<file path="src/rtl/rv_mem_arb.sv">
// Single-port memory arbiter: data-first fixed priority with a starvation guard
// for instruction fetch; registers the winner onto the memory port until ack.
module rv_mem_arb #(
    parameter int unsigned AW     = 32,
    parameter int unsigned DW     = 32,
    parameter int unsigned STARVE = 4
) (
    input  logic            clk,
    input  logic            rstn,
    input  logic            if_req_i,
    input  logic [AW-1:0]   if_addr_i,
    output logic            if_ack_o,
    output logic [DW-1:0]   if_rdata_o,
    input  logic            d_req_i,
    input  logic            d_we_i,
    input  logic [DW/8-1:0] d_be_i,
    input  logic [AW-1:0]   d_addr_i,
    input  logic [DW-1:0]   d_wdata_i,
    output logic            d_ack_o,
    output logic [DW-1:0]   d_rdata_o,
    output logic            mem_req_o,
    output logic            mem_we_o,
    output logic [DW/8-1:0] mem_be_o,
    output logic [AW-1:0]   mem_addr_o,
    output logic [DW-1:0]   mem_wdata_o,
    input  logic            mem_ack_i,
    input  logic [DW-1:0]   mem_rdata_i,
    output logic            busy_o
);

    localparam int unsigned BW = DW / 8;
    localparam int unsigned CW = $clog2(STARVE + 1);

    localparam logic [1:0] IDLE   = 2'd0;
    localparam logic [1:0] GNT_IF = 2'd1;
    localparam logic [1:0] GNT_D  = 2'd2;
    localparam logic [1:0] RESP   = 2'd3;

    logic [1:0]    state, state_nxt;
    logic [CW-1:0] cnt, cnt_nxt;
    logic          d_win;
    logic          mem_req_nxt, mem_we_nxt;
    logic [BW-1:0] mem_be_nxt;
    logic [AW-1:0] mem_addr_nxt;
    logic [DW-1:0] mem_wdata_nxt;
    logic          if_ack_nxt, d_ack_nxt, busy_nxt;
    logic [DW-1:0] if_rdata_nxt, d_rdata_nxt;

    // Next-state and next-output logic; every register holds unless updated.
    always_comb begin
        state_nxt     = state;
        cnt_nxt       = cnt;
        mem_req_nxt   = mem_req_o;
        mem_we_nxt    = mem_we_o;
        mem_be_nxt    = mem_be_o;
        mem_addr_nxt  = mem_addr_o;
        mem_wdata_nxt = mem_wdata_o;
        if_rdata_nxt  = if_rdata_o;
        d_rdata_nxt   = d_rdata_o;
        if_ack_nxt    = 1'b0;
        d_ack_nxt     = 1'b0;
        // Data yields to a waiting fetch once it has won STARVE times in a row.
        d_win         = d_req_i && (!if_req_i || (cnt < CW'(STARVE)));

        case (state)
            IDLE: begin
                if (d_win) begin
                    state_nxt     = GNT_D;
                    mem_req_nxt   = 1'b1;
                    mem_we_nxt    = d_we_i;
                    mem_be_nxt    = d_be_i;
                    mem_addr_nxt  = d_addr_i;
                    mem_wdata_nxt = d_wdata_i;
                    if (if_req_i) begin
                        cnt_nxt = (cnt == CW'(STARVE)) ? cnt : cnt + CW'(1);
                    end else begin
                        cnt_nxt = '0;
                    end
                end else if (if_req_i) begin
                    state_nxt     = GNT_IF;
                    mem_req_nxt   = 1'b1;
                    mem_we_nxt    = 1'b0;
                    mem_be_nxt    = '1;
                    mem_addr_nxt  = if_addr_i;
                    mem_wdata_nxt = '0;
                    cnt_nxt       = '0;
                end
            end
            GNT_IF: begin
                if (mem_ack_i) begin
                    state_nxt    = RESP;
                    mem_req_nxt  = 1'b0;
                    if_ack_nxt   = 1'b1;
                    if_rdata_nxt = mem_rdata_i;
                end
            end
            GNT_D: begin
                if (mem_ack_i) begin
                    state_nxt   = RESP;
                    mem_req_nxt = 1'b0;
                    d_ack_nxt   = 1'b1;
                    if (!mem_we_o) begin
                        d_rdata_nxt = mem_rdata_i;
                    end
                end
            end
            RESP:    state_nxt = IDLE;
            default: state_nxt = IDLE;
        endcase

        busy_nxt = (state_nxt != IDLE);
    end

    // State and output registers.
    always_ff @(posedge clk or negedge rstn) begin
        if (!rstn) begin
            state       <= IDLE;
            cnt         <= '0;
            mem_req_o   <= 1'b0;
            mem_we_o    <= 1'b0;
            mem_be_o    <= '0;
            mem_addr_o  <= '0;
            mem_wdata_o <= '0;
            if_ack_o    <= 1'b0;
            d_ack_o     <= 1'b0;
            if_rdata_o  <= '0;
            d_rdata_o   <= '0;
            busy_o      <= 1'b0;
        end else begin
            state       <= state_nxt;
            cnt         <= cnt_nxt;
            mem_req_o   <= mem_req_nxt;
            mem_we_o    <= mem_we_nxt;
            mem_be_o    <= mem_be_nxt;
            mem_addr_o  <= mem_addr_nxt;
            mem_wdata_o <= mem_wdata_nxt;
            if_ack_o    <= if_ack_nxt;
            d_ack_o     <= d_ack_nxt;
            if_rdata_o  <= if_rdata_nxt;
            d_rdata_o   <= d_rdata_nxt;
            busy_o      <= busy_nxt;
        end
    end

endmodule

</file>
<file path="config.mk">
export PLATFORM = sky130hd
export DESIGN_NAME = rv_mem_arb
export DESIGN_NICKNAME = d
export VERILOG_FILES = /design/src/rtl/rv_mem_arb.sv
export SDC_FILE = /design/constraint.sdc
export NUM_CORES = 1
export LEC_CHECK = 0
export ABC_CLOCK_PERIOD_IN_PS = 2900
export CAP_MARGIN = 20
export CORE_MARGIN = 2
export CORE_UTILIZATION = 44
export DETAILED_ROUTE_END_ITERATION = 12
export PLACE_DENSITY_LB_ADDON = 0.2
export SKIP_LAST_GASP = 1
export SLEW_MARGIN = 20
export SYNTH_ARGS = -nofsm -noshare
export SYNTH_HDL_FRONTEND = slang
export SYNTH_SLANG_ARGS = --single-unit
export TNS_END_PERCENT = 5
</file>
<file path="constraint.sdc">
create_clock -name clk -period 2.9 [get_ports clk]
set_clock_uncertainty 0.1 [all_clocks]
set_input_delay 0.58 -clock clk [delete_from_list [all_inputs] [get_ports clk]]
set_output_delay 0.58 -clock clk [all_outputs]
set_load 0.05 [all_outputs]
</file>
# After elaboration in Yosys (flattened, before gate mapping)
# Index checks and enable logic that the tools add are counted.
# W data, S select, Z words.
[classes]
n_addsub = 1
magnitude_cmp = 1
eq_ne = 7
muxes = 23
bitwise = 1
reduce_logical = 13
[op_table]
columns = ["cell", "count"]
rows = [
  ["$mux W32", 4],
  ["$mux W3", 4],
  ["$reduce_and A3 Y1", 3],
  ["$mux W1", 8],
  ["$mux W4", 2],
  ["$mux W2", 3],
  ["$ne A3 B3 Y1 const B", 2],
  ["$pmux W2 S3", 1],
  ["$reduce_bool A2 Y1", 3],
  ["$eq A2 B2 Y1 const B", 2],
  ["$reduce_and A2 Y1", 2],
  ["$add A3 B1 Y3 const B", 1],
  ["$eq A3 B3 Y1 const B", 1],
  ["$lt A3 B3 Y1 const B", 1],
  ["$eq A2 B1 Y1 const B", 1],
  ["$logic_not A2 Y1", 1],
  ["$ne A2 B1 Y1 const B", 1],
  ["$pmux W1 S2", 1],
  ["$reduce_or A2 Y1", 1],
  ["$logic_and A1 B1 Y1", 1],
  ["$logic_not A1 Y1", 1],
  ["$logic_or A1 B1 Y1", 1],
  ["$not A1 Y1", 1],
]
[totals]
ff_bits = 142
inputBits = 138
output_inout_bits = 137
elab_cells = 58

# Longest topological paths before layout
[logic_depth]
ltp_word = 6
ltp_mapped = 7
depth_no_buf = 5

# Worst setup path before layout
# OpenSTA, ideal clock, no wires.
[synth_path]
kind = "register -> register"
from = "register state[0]"
to = "register d_rdata_o[10]"
setup_ns = 0.125
arrival_ns = 1.456
t_required_ns = 2.675
setup_slack_ns = 1.219
path_stages_with_launch = 8
path_buffers = 2
synth_period_minus_slack_ns = 1.681
cell_sequence = "dfrtp_1 inv_1 ha_1 and2_2 nand2b_1 buf_6 buf_6 mux2_4"
[synth_between]
elab_chain_cells = 2
[synth_rtl]
columns = ["element", "line", "source"]
rows = [
  ["from (decl)", "39", "logic [1:0] state, state_nxt;"],
  ["from (signal assigned)", "130", "state <= state_nxt;"],
  ["$eq A2 B2 Y1", "65", "case (state)"],
  ["$reduce_and A3 Y1 (no source line)", "n/a", ""],
  ["to (signal assigned)", "140", "d_rdata_o <= d_rdata_nxt;"],
  ["to (decl)", "20", "output logic [DW-1:0] d_rdata_o,"],
]
# Every way passes these cells.
# A chain may end at the register's enable or synchronous reset.

# Worst setup path in the final report
[layout_path]
from = "register mem_wdata_o[17]"
to = "output port mem_wdata_o[17]"
[layout_rtl]
columns = ["element", "line", "source"]
rows = [
  ["from (decl)", "25", "output logic [DW-1:0] mem_wdata_o,"],
  ["from (signal assigned)", "136", "mem_wdata_o <= mem_wdata_nxt;"],
]
# No word-level cell between the ends.

==> impl_metrics.toml <==
[outcome]
status = "completed"

[clock_tree]
clock-sinks = 142
root_buffer = "clkbuf_16"
cts-buffers-inserted = 17
path_clk_slew_ns = 0.05
cts_resized = 0
clkLatencyLatePin_ns = 0.41
htree_levels = 4
cts_setup_buffers = 0
max-clock-path-buffers = 2
cts_tree = "yes"
hold_buffers = 0

[sta]
worstMarginPinSlew_ns = 0.609
fin_crit_sh = 0.795
tns_ns = 0
holdWs_ns = 0.0359
min_period_ns = 2.31
slew_violations = 0
fin_ws_ns = 0.595
rsz0062_at_grt = "no"
fmax_mhz = 434
report.final.setup_viol = 0
hold_viol = 0
max_slew_margin = 0.594

[synthesis]
synth_common_cells = "142 x dfrtp_1, 38 x nand2_1, 36 x mux2_2"
synth_top_area_share = 0.610
syn_nets = 553
synth_compound_area_frac = 0.0977
synth_edf_count = 0
synth.most_common_cell = "dfrtp_1"
ys_types = 28
synthArstFlopShare = 1.00
synth_cells = 408
yosys.area_share.simple = 0.0365
synth-xor-area-share = 0
synth_area_leaders = "dfrtp_1 61%, mux2_4 7.7%, mux2_2 7.0%"
syn_area_mm2 = 0.00582
synth_top_family_by_area = "multiplexers"
ys.flop_type = "dfrtp_1"
yosysWarnings = 0
ys_seq_elements = 142
synth_area_leader_cell = "dfrtp_1"
syn_area_per_cell_um2 = 14.3
yosysSeqAreaShare = 0.610
yosys-mux-area-fraction = 0.202
synth-adder-area-share = 0.0150

[critical_path]
cp.arrival_ns = 1.63
crit_path_top_delay_cell = "clkdlybuf4s50_1"
crit_fanout = 2
end_kind = "output port"
startpoint_type = "flip-flop"
cp_top_family = "buffers and inverters"
cp.required_ns = 2.22
crit_type = "reg2out"
crit_chain = "clkdlybuf4s50_1"
cp_num_buf_inv = 1
cpPeakStageDelay_ns = 0.86

[power]
power_density_mw_per_mm2 = 1420
power.leakage_nw = 4.17
seq_power_share = 0.267
peakVddDrop_uv = 836
p_switching_mw = 6.07
power_frac_clock = 0.161
pwr-share-comb = 0.572
finalPower_mw = 13.2
swShare = 0.459
power.internal_mw = 7.16

[route]
first_pass_iters = 4
wl_met1_um = 6180
viasPerCell = 4.92
wl_met3_um = 1320
met2_wirelength_um = 7190
wl_per_cell_um = 17.2
finalWirelength_um = 15000
dr.first_iter.drc_count = 153
top_layer = "met4"
drc = 0
ant_nets = 0
num_vias = 4293

[die]
die_x_um = 119
start_util = 0.445
io_pins = 275
dieArea_mm2 = 0.0142
chipHeight_um = 119
rows = 42
core_mm2 = 0.0131

[global_route]
grt_pass1_wl_um = 23700
track_usage = 0.218
overflow = 0
antenna_found_initial = 0
grt_start_max_net_pins = 58
grt_pass1_vias = 4555

[cells_and_area]
nNetsFinal = 830
final_util = 0.710
n_antenna_cell = 0
fin_area_mm2 = 0.00930
final_layout_size_suffix_gt1_frac = 0.156
area_growth_pct = 59.6
fin_cells = 873

[worst_hold_path]
hold_class = "in2async"

[flow_run]
cap_violations = 0

[placed_design]
gp_congestion = 0.775
place_area_mm2 = 0.00872
hpwlAfterDp_um = 10800
io_buffers = 274
place_ws_ns = 0.413
dp_cells = 842
per-layer routing:
layer / vias to the layer above / global-route usage
li1: 2005 / -
met3: 24 / 0.0833
met5: - / 0
met2: 196 / 0.356
met1: 2068 / 0.262
met4: 0 / 0.0796
worst register-to-register path, delay by kind of cell (launching register included):
family	cells	cell delay, ns
flops	1	0.41
simple gates	1	0.65
fa+ha+maj	1	0.33
compound gates	1	0.24
buf+inv	1	0.14
path summary, 6_finish.rpt:
check	start	endpoint	slack (ns)	cells past startpoint
setup / recovery	mem_wdata_o[17]$_DFFE_PN0P_	mem_wdata_o[17]	0.59	1
hold / removal	rstn	d_rdata_o[23]$_DFFE_PN0P_	0.04	1
setup reg to reg	state[0]$_DFF_PN0_	mem_wdata_o[19]$_DFFE_PN0P_	0.98	4
hold reg to reg	mem_addr_o[5]$_DFFE_PN0P_	mem_addr_o[5]$_DFFE_PN0P_	0.38	2
max in group asynchronous	rstn	busy_o$_DFF_PN0_	1.89	2
min in group clk	mem_addr_o[5]$_DFFE_PN0P_	mem_addr_o[5]$_DFFE_PN0P_	0.38	2
sequential cells by signal, summed over array words and instances (netlist names):
name,flops
d_rdata_o,32
mem_addr_o,32
state,2
d_ack_o,1
if_rdata_o,32
busy_o,1
cnt,3
mem_we_o,1
mem_req_o,1
if_ack_o,1
mem_wdata_o,32
mem_be_o,4
power by group through the flow:
stage | clock network, mW | logic (mW) | registers (mW)
2_1_floorplan | 0 | 1.72 | 6.83
3_3_place_gp | 0 | 7.53 | 3.50
3_5_place_dp | 0 | 7.62 | 3.54
4_1_cts | 2.17 | 7.63 | 3.54
5_1_grt | 2.27 | 7.89 | 3.66
6_report | 2.13 | 7.57 | 3.53
cells by family after synthesis:
group | count (synthesis)
adders and majority gates | 7
muxes | 98
buffers and inverters | 33
AOI/OAI and AO/OA | 79
and+or+nand+nor | 49
DFF | 142
area by class of cell:
cell class / count / area (um2)
multi-input combinational: 233 / 2050
clock inverter: 8 / 115
timing repair buffer: 285 / 2880
sequential: 142 / 3550
tap: 176 / 220
inverter: 6 / 22.5
fill: 881 / 3790
clock buffer: 23 / 458
layout by cell type (no fill, tap or decap), drive strengths merged, types with 2 or more instances in the layout:
master / netlist / routed
o21ai: 35 / 35
nand2b: 2 / 2
dfrtp: 142 / 142
nor2b: 3 / 3
bufinv: 0 / 3
inv: 6 / 6
and3: 2 / 2
clkdlybuf4s50: 0 / 273
mux2i: 32 / 32
clkbuf: 5 / 23
a22o: 35 / 35
ha: 7 / 7
buf: 22 / 12
clkinv: 0 / 5
nand2: 38 / 38
o22a: 4 / 4
mux2: 66 / 66
(Power assumes the default switching activity.)
==> edit: new RTL, same flow settings <==
Take the reset off `mem_be_o`, `mem_addr_o`, `mem_wdata_o`, `if_rdata_o` and `d_rdata_o` and load them in a clocked block of their own.
--- a/src/rtl/rv_mem_arb.sv
+++ b/src/rtl/rv_mem_arb.sv
@@ -120,9 +120,4 @@
             mem_we_o    <= 1'b0;
-            mem_be_o    <= '0;
-            mem_addr_o  <= '0;
-            mem_wdata_o <= '0;
             if_ack_o    <= 1'b0;
             d_ack_o     <= 1'b0;
-            if_rdata_o  <= '0;
-            d_rdata_o   <= '0;
             busy_o      <= 1'b0;
@@ -133,9 +128,4 @@
             mem_we_o    <= mem_we_nxt;
-            mem_be_o    <= mem_be_nxt;
-            mem_addr_o  <= mem_addr_nxt;
-            mem_wdata_o <= mem_wdata_nxt;
             if_ack_o    <= if_ack_nxt;
             d_ack_o     <= d_ack_nxt;
-            if_rdata_o  <= if_rdata_nxt;
-            d_rdata_o   <= d_rdata_nxt;
             busy_o      <= busy_nxt;
@@ -144,2 +134,10 @@
 
+    always_ff @(posedge clk) begin
+        mem_be_o    <= mem_be_nxt;
+        mem_addr_o  <= mem_addr_nxt;
+        mem_wdata_o <= mem_wdata_nxt;
+        if_rdata_o  <= if_rdata_nxt;
+        d_rdata_o   <= d_rdata_nxt;
+    end
+
 endmodule
Formal check against the unedited RTL: not equivalent (a bounded check fails within 4 cycles, from zero or initial values and one cycle with rstn low).
==> edit against the unedited design <==
- setup slack got worse by 0.016 ns
- via count fell by 22%
- cell area fell by 6.7%
- synthesized cell count fell by 37%
- sequential cell count did not move
- die area fell by 11%
- area after synthesis fell by 11%
- wire length fell by 9.2%
- non-clock buffer count fell by 7
- register-to-register slack got worse by 0.06 ns
- highest routed layer unchanged
Power is not compared: it rests on default switching activity, and its combinational part moved more than twofold at a synthesized area within 25%.
==> edit: results (changes against the unedited design) <==
stage	metric	value	unit	change
status	status	finished clean		
global_routing	grt_pass1_vias	3450		-24%
final_layout	clock_buffers	17		-26%
global_routing	grt_util_met2	40.2	%	+4.7 points
final_layout	multi_input_gates	101		-57%
final_layout	n_all_buffers	278		-2.5%
global_routing	grtUsageMet3	6.70	%	-1.6 points
logic_synthesis	synth_edf_count	132		+132
worst_setup_path	critPathMaxFanout	3		+1
pwr	power_leakage	3.11	nW	
hold_path	hp-class	input port to async pin		
global_routing	met1_usage	22.9	%	-3.4 points
place	gp_congestion	0.807		+4.2%
worst_setup_path	critical_path_arrival	1.64	ns	
logic_synthesis	synth-async-reset-ratio	7.04	%	-93 points
detailed_routing	drtIter0Drc	162		+5.9%
logic_synthesis	yosysWarnings	0		unchanged
global_routing	track_usage	21.8	%	+0.037 points
global_routing	grt_max_degree	70		+21%
pwr	p_int	5.18	mW	
logic_synthesis	synthTopCellsByCount	edfxtp_1, and2_1, mux2_2		
final_layout	bufAreaShareNonClock	32.3	%	+1.3 points
logic_synthesis	syn-num-nets	401		-27%
final_layout	regArea	0.00421	sq mm	+19%
detailed_routing	wl_met3	861	um	-35%
worst_setup_path	max_stage_delay	0.83	ns	-0.03 ns
detailed_routing	wl	13.6	mm	-9.2%
final_layout	diodes	0		unchanged
detailed_routing	vias_per_cell	4.76		-3.3%
logic_synthesis	synth_cell_type_count	22		-21%
place	post-place-ws	0.452	ns	+0.0383 ns
pwr	pwr.group.clock	2.14	mW	
final_layout	clkCellAreaFrac	6.84	%	+0.68 points
logic_synthesis	ys_seq_area_share	81.7	%	+21 points
global_routing	grt_first_pass_wirelength	20.2	mm	-15%
final_layout	drive_gt1_share	12.4	%	-3.3 points
final_layout	seq_cell_count	142		unchanged
final_layout	nNetsFinal	691		-17%
detailed_routing	route.met2.wl	7.77	mm	+8.0%
place	postPlaceCellArea	0.00808	sq mm	-7.4%
final_layout	seq_share	48.6	%	+10 points
pwr	vdd_drop_max	0.655	mV	
final_layout	fillCellCount	703		-20%
final_layout	multiInputGateArea	862	sq um	-58%
logic_synthesis	synth_ff_type	edfxtp_1		
detailed_routing	drt_first_pass_iters	4		unchanged
detailed_routing	wl_met1	4.64	mm	-25%
clocking	clkTransAtPathRegs	0.06	ns	
global_routing	antenna_found_initial	0		unchanged
logic_synthesis	synth_area_leaders	edfxtp_1, mux2_2, dfrtp_1, and2_1, ha_1		
place	hpwl	10.2	mm	-5.0%
sta	slew_headroom	60.7	%	+1.4 points
final_layout	area_delta_synth_final	68.0	%	
==> edit: cell count changes after synthesis, moves of 3 or more <==
cell      change
buf_6         -6
clkbuf_1      -3
buf_2         -9
o21ai_1      -30
dfrtp_1     -132
o22a_1        -4
edfxtp_1    +132
mux2i_1      -32
nand2_1      -34
nand2b_1      +3
and2_1       +34
a22o_1       -33
mux2_2        -3
mux2_4       -30
==> edit: final timing paths <==
| check | from | endpoint | slack [ns] | cells after the start |
|---|---|---|---|---|
| setup / recovery | mem_we_o$_DFFE_PN0P_ | mem_we_o | 0.58 | 1 |
| hold / removal | rstn | mem_we_o$_DFFE_PN0P_ | 0.40 | 1 |
| setup reg to reg | state[0]$_DFF_PN0_ | mem_addr_o[0]$_DFFE_PP_ | 0.92 | 5 |
| hold reg to reg | cnt[1]$_DFFE_PN0P_ | cnt[1]$_DFFE_PN0P_ | 0.44 | 1 |
| max in group asynchronous | rstn | if_ack_o$_DFF_PN0_ | 1.98 | 1 |
| min in group clk | cnt[1]$_DFFE_PN0P_ | cnt[1]$_DFFE_PN0P_ | 0.44 | 1 |
==> edit: metrics by stage <==
stage / utilization (%) / total power, mW / instances
final: 75.9 / 8.19 / 701
after global routing: 75.9 / 8.47 / 701
after CTS: 75.9 / 8.26 / 701
after detailed placement: 70.7 / 6.10 / 670
after global placement: 70.7 / 6.04 / 670
after floorplan: - / 4.93 / 256
==> edit: logic make-up after synthesis <==
family,count (synthesis),synth area share [%]
flops,142,81.7
fa+ha+maj,7,1.70
compound gates,10,1.65
mux,34,7.42
simple gates,50,5.89
buf+inv,13,1.67
==> edit: worst reg2reg max path: stages, from the launching register on <==
cell and delay, ns:
dfrtp_1 0.42, inv_1 0.15, ha_1 0.23, o21ai_0 0.24, inv_2 0.14, buf_12 0.32
